[src/rtl/vc_wrr_arbiter.sv]
// Weighted round-robin pop scheduler from two VC FIFOs into two destination FIFOs.
// Define VC_STRICT_PRIO_EN for fixed VC0-over-VC1 priority; weights and credits are then ignored.
module vc_wrr_arbiter #(
    parameter int BW       = 6,
    parameter int DEST_BIT = 4,
    parameter int WGT_W    = 4
) (
    input  logic             clk,
    input  logic             reset_L,
    input  logic             arb_en,
    input  logic             VC0_empty,
    input  logic [BW-1:0]    VC0_data,
    input  logic             VC1_empty,
    input  logic [BW-1:0]    VC1_data,
    input  logic             D0_pause,
    input  logic             D1_pause,
    input  logic [WGT_W-1:0] Weight_VC0,
    input  logic [WGT_W-1:0] Weight_VC1,
    output logic             VC0_pop,
    output logic             VC1_pop,
    output logic [BW-1:0]    D_data_out,
    output logic             D0_push,
    output logic             D1_push,
    output logic [1:0]       owner
);

    typedef enum logic [1:0] {
        IDLE   = 2'b00,
        SERVE0 = 2'b01,
        SERVE1 = 2'b10
    } state_t;

    state_t                  state, state_nxt;
    logic [WGT_W-1:0]        cnt, cnt_nxt;
    logic [1:0]              vc_empty;
    logic [1:0][BW-1:0]      vc_data;
    logic [1:0][WGT_W-1:0]   wgt;
    logic [1:0][WGT_W-1:0]   ld_val;
    logic [1:0]              dst_pause;
    logic [1:0]              elig;
    logic [1:0]              gnt;
    logic [BW-1:0]           win;
    logic                    cur, oth;

    assign vc_empty  = {VC1_empty, VC0_empty};
    assign vc_data   = {VC1_data, VC0_data};
    assign wgt       = {Weight_VC1, Weight_VC0};
    assign dst_pause = {D1_pause, D0_pause};

    // Per-VC eligibility and quota reload value (weight 0 behaves as 1).
    for (genvar i = 0; i < 2; i++) begin : g_vc
        assign elig[i]   = arb_en & ~vc_empty[i] & ~dst_pause[vc_data[i][DEST_BIT]];
        assign ld_val[i] = (wgt[i] == '0) ? '0 : wgt[i] - 1'b1;
    end

    assign cur = (state == SERVE1);
    assign oth = ~cur;

    always_ff @(posedge clk or negedge reset_L) begin
        if (!reset_L) begin
            state <= IDLE;
            cnt   <= '0;
        end else begin
            state <= state_nxt;
            cnt   <= cnt_nxt;
        end
    end

    always_comb begin
        state_nxt = state;
        cnt_nxt   = cnt;
        gnt       = 2'b00;
`ifdef VC_STRICT_PRIO_EN
        cnt_nxt = '0;
        if (elig[0]) begin
            gnt       = 2'b01;
            state_nxt = SERVE0;
        end else if (elig[1]) begin
            gnt       = 2'b10;
            state_nxt = SERVE1;
        end
`else
        case (state)
            IDLE: begin
                if (elig[0]) begin
                    gnt       = 2'b01;
                    state_nxt = SERVE0;
                    cnt_nxt   = ld_val[0];
                end else if (elig[1]) begin
                    gnt       = 2'b10;
                    state_nxt = SERVE1;
                    cnt_nxt   = ld_val[1];
                end
            end
            SERVE0, SERVE1: begin
                // A blocked owner yields at once and forfeits leftover credits.
                if (cnt != '0 && elig[cur]) begin
                    gnt[cur] = 1'b1;
                    cnt_nxt  = cnt - 1'b1;
                end else if (elig[oth]) begin
                    gnt[oth]  = 1'b1;
                    state_nxt = oth ? SERVE1 : SERVE0;
                    cnt_nxt   = ld_val[oth];
                end else if (elig[cur]) begin
                    gnt[cur] = 1'b1;
                    cnt_nxt  = ld_val[cur];
                end
            end
            default: state_nxt = IDLE;
        endcase
`endif
    end

    assign VC0_pop = gnt[0] & reset_L;
    assign VC1_pop = gnt[1] & reset_L;
    assign owner   = state;
    assign win     = vc_data[gnt[1]];

    always_ff @(posedge clk or negedge reset_L) begin
        if (!reset_L) begin
            D_data_out <= '0;
            D0_push    <= 1'b0;
            D1_push    <= 1'b0;
        end else begin
            D0_push <= (|gnt) & ~win[DEST_BIT];
            D1_push <= (|gnt) &  win[DEST_BIT];
            if (|gnt)
                D_data_out <= win;
        end
    end

endmodule

[config.mk]
export PLATFORM = sky130hd
export DESIGN_NAME = vc_wrr_arbiter
export DESIGN_NICKNAME = d
export VERILOG_FILES = /design/src/rtl/vc_wrr_arbiter.sv
export SDC_FILE = /design/constraint.sdc
export NUM_CORES = 1
export LEC_CHECK = 0
export ABC_AREA = 1
export BUFFER_PORTS_ARGS = -buffer_cell sky130_fd_sc_hd__buf_4
export CAP_MARGIN = 5
export CORE_MARGIN = 3
export CORE_UTILIZATION = 45
export CTS_BUF_LIST = sky130_fd_sc_hd__clkbuf_8
export DETAILED_ROUTE_END_ITERATION = 7
export GPL_TIMING_DRIVEN = 0
export PLACE_DENSITY_LB_ADDON = 0.25
export SYNTH_ARGS = -nofsm -noshare
export SYNTH_HDL_FRONTEND = slang
export SYNTH_SLANG_ARGS = --single-unit
export TNS_END_PERCENT = 30
[constraint.sdc]
create_clock -name clk -period 4.3 [get_ports clk]
set_input_delay 0.645 -clock clk [delete_from_list [all_inputs] [get_ports clk]]
set_output_delay 0.645 -clock clk [all_outputs]
set_load 0.01 [all_outputs]
==> results of run 1 <==
synth_stat cells (2+ instances only):
cell                      instances  area (sq um)
sky130_fd_sc_hd__a21oi_1          7          35.0
sky130_fd_sc_hd__ha_1             4          50.1
sky130_fd_sc_hd__o21ai_0         17          85.1
sky130_fd_sc_hd__nand2_1         61           229
sky130_fd_sc_hd__nor2_2           3          18.8
sky130_fd_sc_hd__nand3_2          4          40.0
sky130_fd_sc_hd__nand2_4          2          22.5
sky130_fd_sc_hd__nor3_1           2          10.0
sky130_fd_sc_hd__nor2_1          18          67.6
sky130_fd_sc_hd__nand2_2          4          25.0
sky130_fd_sc_hd__a31oi_1          2          12.5
sky130_fd_sc_hd__inv_2            6          22.5
sky130_fd_sc_hd__xnor2_1          2          17.5
sky130_fd_sc_hd__dfrtp_1         14           350
sky130_fd_sc_hd__inv_1           26          97.6
sky130_fd_sc_hd__nand3_1         10          50.1
cell families (layout without fill, tap and decap cells):
group,count (synthesis),in the layout
AND/OR/NAND/NOR,106,106
adder cells (fa/ha/maj),4,4
XOR/XNOR,2,2
AO/OA/AOI/OAI,33,33
flip-flops,14,14
buffers and inverters,35,77
routing by layer:
metal,vias up,wire length (um),global-route usage
met5,-,0,0
met2,21,1260,0.265
met4,0,8,0.0364
met1,553,1280,0.244
met3,2,114,0.0504
li1,696,-,-
critical path, cell delays in order, from the launching register on:
cell and delay (ns):
sky130_fd_sc_hd__dfrtp_1 0.39, sky130_fd_sc_hd__inv_1 0.15, sky130_fd_sc_hd__ha_1 0.26, sky130_fd_sc_hd__inv_2 0.08
sky130_fd_sc_hd__nand2_1 0.10, sky130_fd_sc_hd__nand3_2 0.17, sky130_fd_sc_hd__nand2_1 0.10, sky130_fd_sc_hd__nand2_1 0.05
sky130_fd_sc_hd__nand2_1 0.06, sky130_fd_sc_hd__nand2_2 0.07, sky130_fd_sc_hd__nand2_4 0.12, sky130_fd_sc_hd__nor2_1 0.05
sky130_fd_sc_hd__buf_4 0.13
final timing paths:
path / from / to / slack, ns / cells past startpoint
setup / recovery: owner[0] / VC1_pop / 1.67 / 12
hold / removal: reset_L / D_data_out[1] / 0.24 / 1
setup reg to reg: owner[0] / D_data_out[4] / 2.38 / 13
hold reg to reg: D_data_out[0] / D_data_out[0] / 0.48 / 2
max in group asynchronous: reset_L / D_data_out[3] / 3.89 / 1
min in group clk: D_data_out[0] / D_data_out[0] / 0.48 / 2
flip-flops by register name (all words and copies together) (netlist names):
name,count
cnt,4
D1_push,1
D_data_out,6
D0_push,1
owner,2
power by group:
group | switching, mW | leakage, nW | total, mW | internal (mW)
Clock | 0.0430 | 0.0288 | 0.124 | 0.0810
Sequential | 0.0441 | 0.169 | 0.246 | 0.202
Combinational | 0.378 | 0.713 | 0.641 | 0.262
area by class of cell:
class,count,area [sq um]
Buffer,1,11.3
Multi-Input combinational cell,145,736
Tap cell,30,37.5
Timing Repair Buffer,38,285
Inverter,34,134
Clock buffer,4,55.1
Fill cell,241,936
Sequential cell,14,350
metrics by stage:
| step | setup slack [ns] | instances | hold WS, ns | area [sq um] | util |
|---|---|---|---|---|---|
| 2_1_floorplan | 2.12 | 194 | 0.349 | 1230 | - |
| 3_3_place_gp | 1.85 | 262 | 0.464 | 1550 | 0.611 |
| 3_5_place_dp | 1.84 | 262 | 0.467 | 1550 | 0.611 |
| 4_1_cts | 1.66 | 266 | 0.243 | 1610 | 0.632 |
| 5_1_grt | 1.45 | 266 | 0.238 | 1610 | 0.632 |
| 6_report | 1.67 | 266 | 0.244 | 1610 | 0.632 |
layout by cell type (no fill, tap or decap), types with 4 or more instances in the layout:
cell type,instances
sky130_fd_sc_hd__nand2_2,4
sky130_fd_sc_hd__dfrtp_1,14
sky130_fd_sc_hd__clkbuf_8,4
sky130_fd_sc_hd__inv_1,26
sky130_fd_sc_hd__nand3_1,10
sky130_fd_sc_hd__buf_4,38
sky130_fd_sc_hd__o21ai_0,17
sky130_fd_sc_hd__nor2_1,18
sky130_fd_sc_hd__nand2_1,61
sky130_fd_sc_hd__ha_1,4
sky130_fd_sc_hd__a21oi_1,7
sky130_fd_sc_hd__nand3_2,4
sky130_fd_sc_hd__inv_2,6
==> results.md, run 1 <==
- The max-slew violation total from the final report was 0.
- The total congestion overflow after global routing is 0.
- The area of the die is 0.00340 sq mm.
- The share of synthesized flip-flops with an asynchronous set or reset is 1.00.
- The static leakage is about 0.91 nW.
- The number of DRC violations after detailed-routing iteration 0 is 74.
- The post-CTS setup repair buffer count is 0.
- When the netlist entered floorplanning its net count stood at about 230.
- The quantity of I/O buffers inserted on ports is 38.
- The tightest slew margin relative to the limit is 0.720.
- After detailed routing, the number of remaining DRC violations is 0.
- The design draws 1.01 mW.
- Of all nets on the critical path, the largest fanout is 9.
- In this run the worst hold path is classified as primary input to async pin.
- After clock tree synthesis, the clock-pin slew on the worst setup and hold paths is approximately 0.050 ns.
- In this run the number of H-tree levels came out at 1.
- The count of nets left with antenna violations once routing finished came out at 0.
- The total standard cell area after synthesis is 0.00123 sq mm.
- Yosys mapped a number of flops with a built-in enable equal to 0.
- The cell area power density is 628 mW/mm^2.
- The clock insertion delay at the later pin of the skew report is around 0.24 ns.
- Each instance of the synthesized netlist takes up on average 6.35 sq um.
- Entering global routing, the biggest net connects 16 pins.
- The number of instances in the synthesized netlist is 194.
- The number of max-capacitance violations reported is 0.
- The final layout contains routed wiring with a total length of 2670 um.
- The placer congestion estimate is 0.821.
- The number of antenna violations at the first check in global routing is 0.
- The worst vdd rail ir drop is 0.000421 V.
- Of the total synthesized cell area, the portion taken by full adders, half adders and majority gates is 0.0407.
- For the finished layout, the period the worst path requires is 2.63 ns.
- Dividing the detail-routed wire length by the instance count gives 10.0 um.
- The post-synthesis compound-gate area fraction was 0.155.
- Clock tree synthesis found a total of 14 sinks.
- The share of synthesized area spent on multiplexers is 0.
- The main combinational cell family by area after synthesis is simple AND/OR/NAND/NOR gates.
- The area added between synthesis and finish is 30.7%.
- The slew at the pin with the worst max-slew slack is between 0.4 and 0.5 ns.
- The number of endpoints failing setup at the final stage is 0.
- The cell sitting at the root of the clock tree is a sky130_fd_sc_hd__clkbuf_8.
- Detailed placement ended at an HPWL of 2160 um.
- The maximum clock insertion buffer count is 2.
- The post-synthesis cell type count is 28.
- The kind of critical path is register to primary output.
- STA puts the critical path data arrival time at 1.99 ns.
- The XOR/XNOR share of the synthesized area is 0.0142.
- The I/O pin count is 39.
- The share of the cycle needed by the critical path after routing is 0.612.
- The repair_antennas step left the layout with diodes totalling 0.
- After detailed routing, the number of vias per cell comes to 4.78.
- The final worst clock skew is 0.00104 ns.
- STA classifies the critical path endpoint as a primary output.
- The number of gates given a new drive strength after cts is 0.
- Summed over all failing endpoints, the final setup total negative slack is 0 ns.
- The first detailed-routing pass ran for 4 iterations.
- The kind of start point of the critical path is a register.
- The wire length of the first global-routing pass is 4750 um.
- The via count of the first global-routing pass was 1138.
- The synthesized design contains 14 register bits.
- Of the cells placed in the final design, the portion with a size suffix greater than 1 is 0.288.
- The floorplan has 18 rows.
- The final number of hold-violating endpoints is 0.
- For this run, the register share of the synthesized area comes to 0.285.
- TritonCTS built the clock tree.
- Timing would allow up to 0.380 GHz.
- The core area is ~0.0025 sq mm.
- The cts-stage hold buffer count is 0.
- For this run, the total global-route usage over all layers was measured as 0.173.
- For the worst setup path, the data required time is around 3.7 ns.
- The initial utilization of the core area, before any placement, comes to 0.484.
- The share of synthesized cell area in and, or, nand and nor gates is 0.387.
- After the last flow step, the layout net total stands at 268.
- The final route contains 1272 vias.
- The run finished with clean final reports.
- Clock tree synthesis inserted a total of 3 buffers.
- Setup repair after global routing left no endpoint under its margin.
- The synthesis warning total is 0.
- The die span in y is 58.3 um.
- The width of the die is 58.3 um.
- In the synthesized netlist the dominant register cell turns out to be sky130_fd_sc_hd__dfrtp_1.
(Power assumes the default switching activity.)
==> run 2, diff against run 1 <==
ABC_AREA = 0   (was 1)
clock period = 2.4 ns   (was 4.3 ns; I/O delays follow)
==> run 2 against run 1 <==
Net effect: worst setup slack got worse by 1.6 ns; sequential power rose by 78%; wire length up 60%; combinational power grew 110%; clock power up 83%; largest power group unchanged; via count increased by 18%; count of clock-buffer cells in the layout unchanged; clock skew increased by 0.00099 ns; flip-flop and latch count did not move; synthesized area grew 12%; highest routed layer unchanged; hold slack gained 0.17 ns.
==> results.md, run 2 <==
- The flow ran to the end, and the final reports show no timing, DRC or antenna violations.
- The clock insertion delay at the later pin of the skew report came to 0.24 ns (about the same).
- The flip-flop cell with the highest count after synthesis is sky130_fd_sc_hd__dfrtp_1.
- The highest fanout seen on the critical path is 8 (-1).
- The max-slew violation total from the final report is 0 (unchanged).
- The length of routed met3 wiring is 130 um (+14%).
- The area of the die is 0.00377 sq mm (+11%).
- The total standard cell area after synthesis is 0.00138 sq mm (+12%).
- The synthesized net count came to 196 (-13%).
- The wire length of the first global-routing pass was 6610 um (+39%).
- Sorting the synthesized cells by how often they occur yields sky130_fd_sc_hd__dfrtp_1 (14), sky130_fd_sc_hd__nor2_1 (14), sky130_fd_sc_hd__a21oi_1 (12).
- The clock input transition at the sequential cells of the worst setup and hold paths came to 0.06 ns (about the same).
- The final critical path time including I/O delays and setup is 2.32 ns.
- The internal reg-to-reg setup slack is 0.13 ns (-2.25 ns).
- The effective utilization at floorplan was 0.488 (+0.00450).
- The cell type contributing the most total cell area after synthesis is sky130_fd_sc_hd__dfrtp_1.
- Timing would allow up to 0.431 GHz.
- The number of instances in the synthesized netlist was 165 (-15%).
- The type of the tightest min-delay check is primary input to register.
- The final critical-path setup slack was 0.0795 ns (-1.59 ns).
- The number of buffers created by CTS came to 3 (unchanged).
- The required time at the endpoint of the critical path came to 2.04 ns (-1.61 ns).
- The worst setup path is launched from a register.
- In this run the clock root is driven by a sky130_fd_sc_hd__clkbuf_8.
- The number of synthesized flops with an enable pin is 0 (unchanged).
- The total power draw is 2.00 mW (+98%).
- The number of antenna violations at the first check in global routing was 0 (unchanged).
- The number of max-capacitance violations reported was 0 (unchanged).
- The share of the cycle needed by the critical path after routing is 0.967.
- The detailed placement HPWL was 3260 um (+51%).
- The average via count per standard cell is 6.25 (+31%).
- The total congestion overflow after global routing is 0 (unchanged).
- The DRC violation count after routing is 0 (unchanged).
- The cell area power density is 1090 mW/mm^2 (+73%).
- The detailed-route wire length came to 4260 um (+60%).
- The maximum clock insertion buffer count is 2 (unchanged).
- Counting flops per register, the top entry is D_data_out.
- STA classifies the critical path endpoint as a primary output.
- The routed length on met1 is 1820 um (+42%).
- The total met2 wirelength after detailed routing was 2220 um (+76%).
- The placed standard-cell area is 0.00170 sq mm (+9.3%).
- From synthesis to final layout, the design area changed by 32.6%.
- The total number of H-tree levels is 1 (unchanged).
- The clock net sink count is 14 (unchanged).
- The quantity of I/O buffers inserted on ports is 37 (-2.6%).
- The fraction of layout instances using a drive strength above 1 is 0.330 (+0.0420).
- The static leakage came to 0.762 nW (-16%).
- The core occupancy in the finished layout is 0.648 (+0.0152).
- The worst vdd rail ir drop came to 0.000769 V (+83%).
- The number of routed nets with antenna violations came to 0 (unchanged).
- The flip-flop count of the largest register, all copies and words added came to 6 (unchanged).
- The final hold slack is 0.418 ns (+0.174 ns).
- TritonCTS built the clock tree.
- The final number of hold-violating endpoints is 0 (unchanged).
- Yosys attributes the largest share of cell area to sky130_fd_sc_hd__dfrtp_1 (25%), sky130_fd_sc_hd__mux2i_1 (5.8%), sky130_fd_sc_hd__a21oi_1 (4.3%), sky130_fd_sc_hd__nor2_1 (3.8%), sky130_fd_sc_hd__ha_1 (3.6%).
- The arrival time at the worst endpoint is 1.96 ns (-0.03 ns).
- The tightest slew margin relative to the limit is 0.696 (-0.0236).
- The number of endpoints failing setup at the final stage is 0 (unchanged).
- The total via count in the routed design is 1499 (+18%).
- The most common cell after layout, fill and taps aside is sky130_fd_sc_hd__buf_4.
- The via count of the first global-routing pass is 1448 (+27%).
- The worst setup timing slack at the placement stage was 0.0437 ns (-1.80 ns).
- The summed negative setup slack over all endpoints was 0 ns (unchanged).
- The top cell types in the final layout, fill and taps aside, are sky130_fd_sc_hd__buf_4 (42), sky130_fd_sc_hd__nor2_1 (14), sky130_fd_sc_hd__dfrtp_1 (13).
- The synthesis warning total came to 0 (unchanged).
- The share of synthesized flip-flops with an asynchronous set or reset is 1.00 (unchanged).
- The placer congestion estimate is 0.859 (+4.7%).
- The core area was 0.00283 sq mm (+11%).
- The post-layout net count is 241 (-10%).
- The global-route usage over all layers was 0.234 (+0.0606).
- The non-filler instance count after layout is 240 (-9.8%).
- The cell area after layout is 0.00183 sq mm (+14%).
- The width of the die is 61.4 um (+5.3%).
- The number of inserted diodes is 0 (unchanged).
- The fraction of the yosys area taken by sequential cells is 0.254 (-0.0309).
- The maximum number of pins on one net before global-route repair is 17 (+1).
- The uppermost metal layer occupied by signal nets is met4.
- The post-synthesis cell type count came to 55 (+96%).
- The die span in y came to 61.4 um (+5.3%).
- The mean cell area of the mapped netlist is 8.37 sq um (+32%).
- The final worst clock skew came to 0.00203 ns (+0.000992 ns).
- The slew at the pin with the worst max-slew slack was 0.443 ns (+0.0236 ns).
- The number of optimization iterations in the first detailed-route pass is 4 (unchanged).
- The critical path is of the register to primary output type.
- The cell count after placement is 233 (-11%).
- The number of register bits inferred by synthesis is 14 (unchanged).
- The number of DRC violations after detailed-routing iteration 0 is 58 (-22%).
- The I/O pin count is 39 (unchanged).
- The wire length per cell after detailed routing is 17.8 um (+77%).
- The area fraction of the dominant cell type after synthesis was 0.254 (-0.0309).
- The number of core rows is 19 (+1).
## run 2: cell types whose count changed after synthesis, moves of 4 or more
cell / previous run / this run
sky130_fd_sc_hd__a211oi_1: 0 / 6
sky130_fd_sc_hd__a21oi_1: 7 / 12
sky130_fd_sc_hd__clkbuf_1: 0 / 5
sky130_fd_sc_hd__inv_1: 26 / 6
sky130_fd_sc_hd__inv_2: 6 / 0
sky130_fd_sc_hd__mux2i_1: 0 / 8
sky130_fd_sc_hd__nand2_1: 61 / 7
sky130_fd_sc_hd__nand4_1: 0 / 4
sky130_fd_sc_hd__nor2_1: 18 / 14
sky130_fd_sc_hd__nor2b_1: 0 / 4
sky130_fd_sc_hd__nor3_1: 2 / 8
sky130_fd_sc_hd__o21ai_0: 17 / 5
sky130_fd_sc_hd__o21ai_1: 0 / 4
## run 2: layout make-up
cell class / instances / area, sq um
tap: 31 / 38.8
timing repair buffer: 42 / 318
buffer: 6 / 35.0
sequential: 14 / 352
fill: 255 / 997
clock buffer: 4 / 55.1
inverter: 6 / 22.5
multi-input combinational: 137 / 1010
## run 2: worst paths after layout
path                                from             to  depth (start not counted)
min in group asynchronous        reset_L  D_data_out[3]                          2
max                             owner[1]        VC1_pop                          8
max reg2reg                     owner[0]         cnt[1]                          8
min                          VC0_data[3]  D_data_out[3]                          3
max in group asynchronous        reset_L       owner[0]                          2
min reg2reg                D_data_out[3]  D_data_out[3]                          2
## run 2: worst max-delay path: stages (launching register included)
cell	delay [ns]
sky130_fd_sc_hd__dfrtp_1	0.41
sky130_fd_sc_hd__inv_2	0.11
sky130_fd_sc_hd__ha_4	0.33
sky130_fd_sc_hd__nor2_1	0.07
sky130_fd_sc_hd__nor4_1	0.19
sky130_fd_sc_hd__o211a_1	0.21
sky130_fd_sc_hd__buf_6	0.15
sky130_fd_sc_hd__and2_1	0.13
sky130_fd_sc_hd__buf_4	0.11
## run 2: layer usage
metal | global-route usage | vias up
met3 | 0.0524 | 11
met5 | 0 | -
li1 | - | 720
met2 | 0.400 | 35
met1 | 0.296 | 733
met4 | 0.0667 | 0
## run 2: what timing repair did
action / in CTS / in global routing
pin swaps: 0 / 1
setup endpoints to repair: 2 / 3
gates cloned: 0 / 0
buffers inserted: 1 / 3
hold buffers: 1 / 0
endpoints found under the hold margin: 14 / 0
resized for setup: 4 / 7
## run 2: cell families (layout without fill, tap and decap cells)
| family | after synthesis | count (layout) | share of synthesized area |
|---|---|---|---|
| flops | 14 | 14 | 0.254 |
| simple gates | 69 | 69 | 0.280 |
| xor+xnor | 1 | 1 | 0.00634 |
| buf+inv | 14 | 58 | 0.0471 |
| compound gates | 51 | 51 | 0.273 |
| mux | 12 | 12 | 0.104 |
| fa+ha+maj | 4 | 4 | 0.0362 |
## run 2: report_power, final
part,internal [mW],switching (mW)
sequential,0.347,0.0918
combinational,0.594,0.737
clock,0.145,0.0816
==> run 3, diff against run 2 <==
BUFFER_PORTS_ARGS = -buffer_cell sky130_fd_sc_hd__buf_2   (was -buffer_cell sky130_fd_sc_hd__buf_4)
clock period = 2.8 ns   (was 2.4 ns; I/O delays follow)
==> run 3 against run 2 <==
Net effect: die area stayed put; sequential power down 18%; total power is 24% lower; sequential share of layout area rose by 2.0 points; largest cell class unchanged.
==> results.md, run 3 (synthesized netlist as in run 2, its figures left out) <==
- The internal reg-to-reg setup slack came to 0.56 ns (+0.43 ns).
- The total power draw is 1.52 mW (-24%).
- The fraction of layout instances using a drive strength above 1 is 0.278 (-0.0521).
- The area added between synthesis and finish is 19.9%.
- The kind of critical path is register to primary output.
- The required time at the endpoint of the critical path is 2.38 ns (+0.34 ns).
- The DRC violation count after routing is 0 (unchanged).
- The worst vdd rail ir drop is 0.000593 V (-23%).
- The width of the die was 61.4 um (unchanged).
- The worst setup path is captured at a primary output.
- The maximum number of pins on one net before global-route repair was 17 (unchanged).
- The quantity of I/O buffers inserted on ports was 37 (unchanged).
- The detailed-route wire length is 3740 um (-12%).
- The cell area power density is 918 mW/mm^2 (-16%).
- The final critical path time including I/O delays and setup is 2.58 ns.
- The area of the die is 0.00377 sq mm (unchanged).
- The summed negative setup slack over all endpoints is 0 ns (unchanged).
- The length of routed met3 wiring is 214 um (+65%).
- The clock input transition at the sequential cells of the worst setup and hold paths is 0.06 ns (about the same).
- The die span in y is 61.4 um (unchanged).
- The final worst clock skew is 0.00278 ns (+0.000750 ns).
- The flip-flop count of the largest register, all copies and words added came to 6 (unchanged).
- The number of routed nets with antenna violations is 0 (unchanged).
- The total congestion overflow after global routing is 0 (unchanged).
- The number of DRC violations after detailed-routing iteration 0 is 75 (+29%).
- The register containing the most flip-flops in the final layout is D_data_out.
- The number of gates given a new drive strength after cts is 0 (-4).
- TritonCTS built the clock tree.
- The wire length of the first global-routing pass is 5660 um (-14%).
- Setup repair after global routing left no endpoint under its margin.
- In this run the top signal layer used is met4.
- The total via count in the routed design is 1423 (-5.1%).
- The clock insertion delay at the later pin of the skew report is 0.25 ns (about the same).
- The worst setup timing slack at the placement stage is 0.427 ns (+0.384 ns).
- The highest clock rate is 0.388 GHz.
- The detailed placement HPWL is 3000 um (-8.0%).
- The final critical-path setup slack came to 0.222 ns (+0.143 ns).
- The number of max-capacitance violations reported is 0 (unchanged).
- The highest fanout seen on the critical path is 8 (unchanged).
- The routed length on met1 is 1660 um (-8.5%).
- The arrival time at the worst endpoint came to 2.16 ns (+0.20 ns).
- The max-slew violation total from the final report was 0 (unchanged).
- The average via count per standard cell came to 6.03 (-3.5%).
- The global-route usage over all layers was 0.204 (-0.0299).
- The clock net sink count came to 14 (unchanged).
- The number of inserted diodes is 0 (unchanged).
- The wire length per cell after detailed routing is 15.9 um (-11%).
- The number of optimization iterations in the first detailed-route pass is 4 (unchanged).
- The slew at the pin with the worst max-slew slack is 0.534 ns (+0.0907 ns).
- The core area is 0.00283 sq mm (unchanged).
- The worst hold path belongs to the class primary input to async pin.
- The share of the cycle needed by the critical path after routing is 0.921.
- The library cell used most frequently in the layout, excluding fill and tap cells, is sky130_fd_sc_hd__buf_2.
- The I/O pin count is 39 (unchanged).
- The total met2 wirelength after detailed routing is 1830 um (-18%).
- The via count of the first global-routing pass is 1254 (-13%).
- The number of core rows is 19 (unchanged).
- The number of endpoints failing setup at the final stage was 0 (unchanged).
- Leaving out fill and tap cells, the most frequent cells in the layout are sky130_fd_sc_hd__buf_2 (38), sky130_fd_sc_hd__dfrtp_1 (14), sky130_fd_sc_hd__nor2_1 (14).
- The effective utilization at floorplan is 0.488 (unchanged).
- The cts-stage hold buffer count is 0 (-1).
- The placer congestion estimate is 0.898 (+4.6%).
- The total number of H-tree levels is 1 (unchanged).
- The tightest slew margin relative to the limit is 0.644 (-0.0520).
- The static leakage is 0.698 nW (-8.4%).
- The maximum clock insertion buffer count is 2 (unchanged).
- The final number of hold-violating endpoints was 0 (unchanged).
- The post-layout net count came to 237 (-1.7%).
- The number of buffers created by CTS is 3 (unchanged).
- The CTS root buffer is sky130_fd_sc_hd__clkbuf_8.
- The run finished with clean final reports.
- STA classifies the critical path startpoint as a register.
- The number of antenna violations at the first check in global routing is 0 (unchanged).
- The post-CTS setup repair buffer count is 0 (-1).
==> run 3: cell type report <==
class	count	area [sq um]
inverter	6	22.5
multi-input combinational	137	966
fill	270	1170
sequential	14	350
buffer	7	38.8
timing repair buffer	37	185
tap	31	38.8
clock buffer	4	55.1
==> run 3: layer usage <==
layer,global-route usage,vias up
li1,-,711
met1,0.271,670
met2,0.340,38
met3,0.0524,4
met4,0.0364,0
met5,0,-
==> run 3: worst paths after layout <==
check,startpoint,cells after the start,end
max in group asynchronous,reset_L,1,D_data_out[2]
min in group clk,VC0_data[3],3,D_data_out[3]
setup / recovery,owner[1],9,VC1_pop
hold reg to reg,D_data_out[3],2,D_data_out[3]
hold / removal,reset_L,1,D1_push
setup reg to reg,owner[0],8,cnt[1]
==> run 3: worst max-delay path: stages (launching register included) <==
cell	delay (ns)
sky130_fd_sc_hd__dfrtp_1	0.41
sky130_fd_sc_hd__inv_1	0.19
sky130_fd_sc_hd__ha_1	0.18
sky130_fd_sc_hd__clkbuf_1	0.26
sky130_fd_sc_hd__nor2_1	0.12
sky130_fd_sc_hd__nor4_1	0.18
sky130_fd_sc_hd__o211a_1	0.19
sky130_fd_sc_hd__buf_6	0.14
sky130_fd_sc_hd__and2_1	0.12
sky130_fd_sc_hd__buf_2	0.12
==> run 3: where the power goes <==
part / switching [mW] / internal (mW)
Sequential: 0.0660 / 0.296
Combinational: 0.577 / 0.385
Clock: 0.0710 / 0.125
==> run 3: through the flow <==
| step | util | hold WS [ns] | instances | cell area [sq um] |
|---|---|---|---|---|
| after global placement | 0.567 | 0.328 | 233 | 1610 |
| after CTS | 0.587 | 0.0699 | 237 | 1660 |
| final | 0.586 | 0.0607 | 236 | 1660 |
| after detailed placement | 0.567 | 0.334 | 233 | 1610 |
| after global routing | 0.586 | 0.0770 | 236 | 1660 |
| after floorplan | - | 0.124 | 165 | 1380 |
